===== config.mk =====
export PLATFORM = sky130hd
export DESIGN_NAME = fetch_queue
export DESIGN_NICKNAME = d
export VERILOG_FILES = /design/src/rtl/core_pkg.sv /design/src/rtl/fetch_queue_ram.sv /design/src/rtl/fetch_queue.sv
export SDC_FILE = /design/constraint.sdc
export NUM_CORES = 1
export LEC_CHECK = 0
export ABC_CLOCK_PERIOD_IN_PS = 3660
export CORE_UTILIZATION = 50
export CTS_CLUSTER_DIAMETER = 80
export CTS_CLUSTER_SIZE = 40
export DETAILED_ROUTE_END_ITERATION = 8
export GPL_ROUTABILITY_DRIVEN = 0
export PLACE_DENSITY_LB_ADDON = 0.2
export SLEW_MARGIN = 20
export SYNTH_ARGS = -nofsm -noshare
export SYNTH_HDL_FRONTEND = slang
export SYNTH_SLANG_ARGS = --single-unit

===== constraint.sdc =====
create_clock -name clk -period 3.66 [get_ports clk]
set_input_delay 0.732 -clock clk [delete_from_list [all_inputs] [get_ports clk]]
set_output_delay 0.732 -clock clk [all_outputs]
set_load 0.02 [all_outputs]

===== src/rtl/core_pkg.sv =====
// core_pkg: definitions shared by fetch, the prefetch queue and decode.
//   XLEN       : pc and instruction width
//   NOP_INSTR  : canonical NOP (addi x0,x0,0); decode uses the same constant
//   fq_entry_t : one fetched {pc, instruction} pair
package core_pkg;

  localparam int XLEN = 32;

  localparam logic [31:0] NOP_INSTR = 32'h0000_0013;

  typedef struct packed {
    logic [XLEN-1:0] pc;
    logic [XLEN-1:0] instr;
  } fq_entry_t;

endpackage : core_pkg


===== src/rtl/fetch_queue_ram.sv =====
// fetch_queue_ram: DEPTH x WIDTH register array backing the prefetch queue.
// Synchronous write, asynchronous (combinational) read, no reset.
//   clk   : rising-edge clock
//   we    : write enable
//   waddr : write address
//   wdata : write data
//   raddr : read address
//   rdata : read data, combinational from raddr
module fetch_queue_ram #(
  parameter int DEPTH = 4,
  parameter int WIDTH = 64,
  localparam int AW   = $clog2(DEPTH)
) (
  input  logic             clk,
  input  logic             we,
  input  logic [AW-1:0]    waddr,
  input  logic [WIDTH-1:0] wdata,
  input  logic [AW-1:0]    raddr,
  output logic [WIDTH-1:0] rdata
);

  logic [WIDTH-1:0] mem [DEPTH];

  // NOTE: storage is deliberately left out of reset; the control logic never
  // presents an entry that was not written since the last reset or flush.
  // NOTE: sequential state is always assigned with <= so every reader in the
  // same edge sees the pre-edge value.
  always_ff @(posedge clk) begin
    if (we) begin
      mem[waddr] <= wdata;
    end
  end

  assign rdata = mem[raddr];

endmodule : fetch_queue_ram


===== src/rtl/fetch_queue.sv =====
// fetch_queue: instruction prefetch queue between fetch and decode.
// Buffers up to DEPTH {pc, instr} pairs, presents the oldest with
// first-word-fall-through, stalls fetch when full, and drops everything
// in one cycle on a taken branch/jump (flush).
//   clk, reset          : rising-edge clock, async active-low reset
//   in_valid/in_pc/in_instr, in_ready : push side from fetch
//   stall               : !in_ready, drives fetch stall
//   out_valid/out_pc/out_instr, out_ready : pop side to decode
//   flush               : taken redirect, discards all entries
//   count               : occupied entries, 0..DEPTH
module fetch_queue
  import core_pkg::*;
#(
  parameter int DEPTH = 4,
  parameter int XLEN  = core_pkg::XLEN,
  localparam int PTR_W = $clog2(DEPTH),
  localparam int CNT_W = $clog2(DEPTH) + 1
) (
  input  logic             clk,
  input  logic             reset,
  input  logic             in_valid,
  input  logic [XLEN-1:0]  in_pc,
  input  logic [XLEN-1:0]  in_instr,
  output logic             in_ready,
  output logic             stall,
  output logic             out_valid,
  output logic [XLEN-1:0]  out_pc,
  output logic [XLEN-1:0]  out_instr,
  input  logic             out_ready,
  input  logic             flush,
  output logic [CNT_W-1:0] count
);

  localparam logic [CNT_W-1:0] FULL_COUNT = CNT_W'(DEPTH);
  localparam logic [XLEN-1:0]  NOP        = XLEN'(NOP_INSTR);

  logic [PTR_W-1:0]  wr_ptr;
  logic [PTR_W-1:0]  rd_ptr;
  logic [CNT_W-1:0]  count_q;
  logic              push;
  logic              pop;
  logic [2*XLEN-1:0] head;

  // Both flags depend only on registered count (plus flush for out_valid),
  // so there is no combinational path from fetch back into fetch.
  assign in_ready  = (count_q != FULL_COUNT);
  assign stall     = ~in_ready;
  assign out_valid = (count_q != '0) & ~flush;
  assign count     = count_q;

  // Flush discards any same-cycle push; pop is already gated through out_valid.
  assign push = in_valid & in_ready & ~flush;
  assign pop  = out_valid & out_ready;

  always_ff @(posedge clk or negedge reset) begin
    if (!reset) begin
      wr_ptr  <= '0;
      rd_ptr  <= '0;
      count_q <= '0;
    end else if (flush) begin
      wr_ptr  <= '0;
      rd_ptr  <= '0;
      count_q <= '0;
    end else begin
      // Pointers are power-of-two wide, so +1 wraps modulo DEPTH for free.
      if (push) wr_ptr <= wr_ptr + PTR_W'(1);
      if (pop)  rd_ptr <= rd_ptr + PTR_W'(1);
      if (push && !pop)      count_q <= count_q + CNT_W'(1);
      else if (pop && !push) count_q <= count_q - CNT_W'(1);
    end
  end

  fetch_queue_ram #(
    .DEPTH (DEPTH),
    .WIDTH (2 * XLEN)
  ) u_ram (
    .clk   (clk),
    .we    (push),
    .waddr (wr_ptr),
    .wdata ({in_pc, in_instr}),
    .raddr (rd_ptr),
    .rdata (head)
  );

  // NOTE: every always_comb output gets a default first so no path can
  // leave it unassigned and infer a latch.
  always_comb begin
    out_pc    = '0;
    out_instr = NOP;
    if (out_valid) begin
      out_pc    = head[2*XLEN-1:XLEN];
      out_instr = head[XLEN-1:0];
    end
  end

endmodule : fetch_queue

==> summary.md <==
| Metric | Value |
|---|---|
| Status | `complete, no violations` |
| Final Hold Fails | `0` |
| RSZ-0062 raised after global routing | `no` |
| P_leak | `3.96 nW` |
| WL final | `18700 um` |
| Clock power share | `23.0%` |
| Crit Path Category | `flop to output port` |
| Reg2reg end | `count[1]` |
| Sequential power share | `48.8%` |
| Antenna violations before repair | `0` |
| Clk buf depth | `3` |
| Tmin final | `3.41 ns` |
| Number of fill cells in the layout | `1431` |
| Syn_area_per_cell | `21.7 um^2` |
| CTS Hold Bufs | `0` |
| CP max-delay cell | `dfrtp_4` |
| Yosys top cell area share | `74.9%` |
| Switch Pwr | `1.99 mW` |
| Number of DRC markers in iteration 0 | `305` |
| Critical Path Start | `rd_ptr[1]` |
| Post-CTS Setup Inserts | `0` |
| Number of global-route vias before repair | `5210` |
| # port buffers | `138` |
| FP Rows | `52` |
| Vias/cell | `5.47` |
| Delay-heaviest family, CP | `buffers and inverters` |
| Core area | `20200 um^2` |
| Hold Crit Class | `input pin to asynchronous set/reset pin` |
| TritonRoute pass-1 iters | `4` |
| Largest area contributor in the netlist | `edfxtp_1` |
| Final period util | `93.2%` |
| Congestion Overflow GR | `0` |
| CTS Root Cell | `clkbuf_16` |
| Clock transition at path regs | `0.12 ns` |
| R2r setup slk | `0.80 ns` |
| DIE HEIGHT | `145 um` |
| Slew headroom | `62.1%` |
| Slowest stage delay, CP | `0.81 ns` |
| Slew Viols, Final | `0` |
| Global-route wire length before repair | `29300 um` |
| Crit path depth | `4` |
| Clk_lat worst skew | `0.49 ns` |
| Via count | `4899` |
| Total track usage | `18.3%` |
| Int Pwr | `5.33 mW` |
| Sw Ratio | `27.2%` |
| Die area | `21100 um^2` |
| H-tree levels | `1` |
| Worst-margin pin slew | `0.568 ns` |
| Post-Syn Nets | `548` |
| Final Skew | `0.0239 ns` |
| Synth-to-Final Area Change | `22.2%` |
| Die Wd | `145 um` |
| Sequential fraction of the synthesis area | `76.6%` |
| CTS buffer count | `12` |
| Layout net count | `694` |
| CP Max Fanout | `34` |
| FMAX | `293 MHz` |
| #FFs+latches synth | `263` |
| CTS tree | `done` |
| Worst setup EP type | `output port` |
| Final setup vio count | `0` |
| Max rail drop VDD | `0.000432 V` |
| CP Launch Type | `flop` |
| Cell variety after synth | `39` |
| Synthesized instance count | `474` |
| Largest net degree at the start of global routing | `52` |
| Setup TNS | `0 ns` |
| Ant. Diodes | `0` |
| Logic pwr share | `28.3%` |
| PwrDens | `584 nW/um^2` |
| Io pins | `139` |
| Synth warn | `0` |
| Fin util | `62.2%` |
| Initial Util | `50.9%` |
| Remaining antenna violation count after routing | `0` |
| Critical path cell sequence | `buf_4 > mux4_2 > and2_1 > clkdlybuf4s50_1` |
| R2R depth | `8` |
| Share of layout cells above drive strength 1 | `18.4%` |
| CTS resizes | `0` |
| Reg-to-Reg Start | `count[1]` |
| CP Data Arrival Time | `2.68 ns` |
| Largest cells by area after synthesis | `edfxtp_1, mux4_2, and2_1` |
| HPWL Detailed | `11500 um` |
| Critical Path RT | `2.93 ns` |
| # DRC | `0` |
| CP Buf/Inv Count | `2` |
| Wire length per cell | `20.9 um` |
| Cell area after synthesis | `10300 um^2` |
| Max cap viols | `0` |
| Sink Count | `263` |
==> cells by family (layout without fill, tap and decap cells) <==
family / after synthesis / in the layout / share of synthesized area [%]
AO/OA/AOI/OAI: 17 / 17 / 1.22
XOR/XNOR: 3 / 3 / 0.256
adder cells (fa/ha/maj): 5 / 5 / 0.683
buffers and inverters: 33 / 185 / 1.79
flip-flops: 263 / 263 / 76.6
multiplexers: 65 / 65 / 14.1
AND/OR/NAND/NOR: 88 / 88 / 5.31
==> worst max path at each step <==
| stage | end | slack (ns) |
|---|---|---|
| 2_1_floorplan | u_ram.mem[0][0] | 0.37 |
| 3_3_place_gp | count[1] | 0.46 |
| 3_5_place_dp | count[1] | 0.35 |
| 4_1_cts | out_pc[19] | 0.08 |
| 5_1_grt | out_pc[19] | 0.12 |
| 6_report | out_pc[19] | 0.25 |
==> cells in the mapped netlist, drive strengths merged <==
library cell and number:
nor3 1, o41ai 1, o31ai 1, o311ai 1
a211oi 1, o221ai 1, dfrtp 7, ha 4
edfxtp 256, o21ai 4, nor2 6, nor4bb 1
a21bo 1, a2111oi 1, a21boi 1, and2 65
clkbuf 9, a21oi 2, nand3b 1, clkinv 1
or3 4, a311oi 1, nand2 1, mux4 64
inv 5, nor2b 2, xor2 3, nor4b 1
o311a 1, buf 18, nand3 3, or3b 2
mux2i 1, a211o 1, fa 1, nand2b 1
==> power groups by stage <==
stage,clock network [mW],registers [mW],logic [mW]
global route,1.82,3.59,2.21
detailed placement,0,3.67,2.01
CTS,1.72,3.60,2.03
finish,1.68,3.57,2.07
floorplan,0,3.58,1.30
global placement,0,3.66,1.99
==> final cells by class <==
cell class	instances	area (um^2)	area share [%]
clock buffers	14	329	2.62
clock inverters	6	95.1	0.758
inverters	6	23.8	0.190
multi-input cells	178	2240	17.8
flip-flops and latches	263	7870	62.7
well taps	270	338	2.69
repair buffers	159	1650	13.2
==> state kept, by name (all words and copies together), names as in the netlist <==
name / cells
u_ram.mem: 256
count: 3
rd_ptr: 2
wr_ptr: 2
==> layer usage <==
metal	global-route usage (%)	routed length, um
met1	24.6	8120
met2	31.6	9610
met3	3.02	839
met4	3.84	165
met5	0	0
==> placed cells by master (no fill, tap or decap), types with 2 or more instances in the layout <==
master	n
inv_16	2
xor2_1	3
nor2_1	5
mux4_2	64
buf_4	12
o21ai_0	4
a21oi_1	2
nand3_1	3
buf_12	9
dfrtp_4	2
inv_1	5
ha_1	4
dfrtp_1	5
nor2b_1	2
clkdlybuf4s50_1	138
or3_1	4
clkinv_2	2
clkbuf_16	13
edfxtp_1	256
and2_4	4
and2_1	61
==> through the flow <==
step,total power [mW],cells,instance area [um^2],setup slack (ns),hold WS [ns]
final,7.32,896,12500,0.249,0.516
after global routing,7.62,896,12500,0.116,0.539
after CTS,7.35,890,12500,0.0811,0.513
after detailed placement,5.69,870,12100,0.346,0.604
after global placement,5.65,870,12100,0.456,0.574
after floorplan,4.88,474,10300,0.373,0.436
Note: power is estimated with default switching activity, not from simulation.
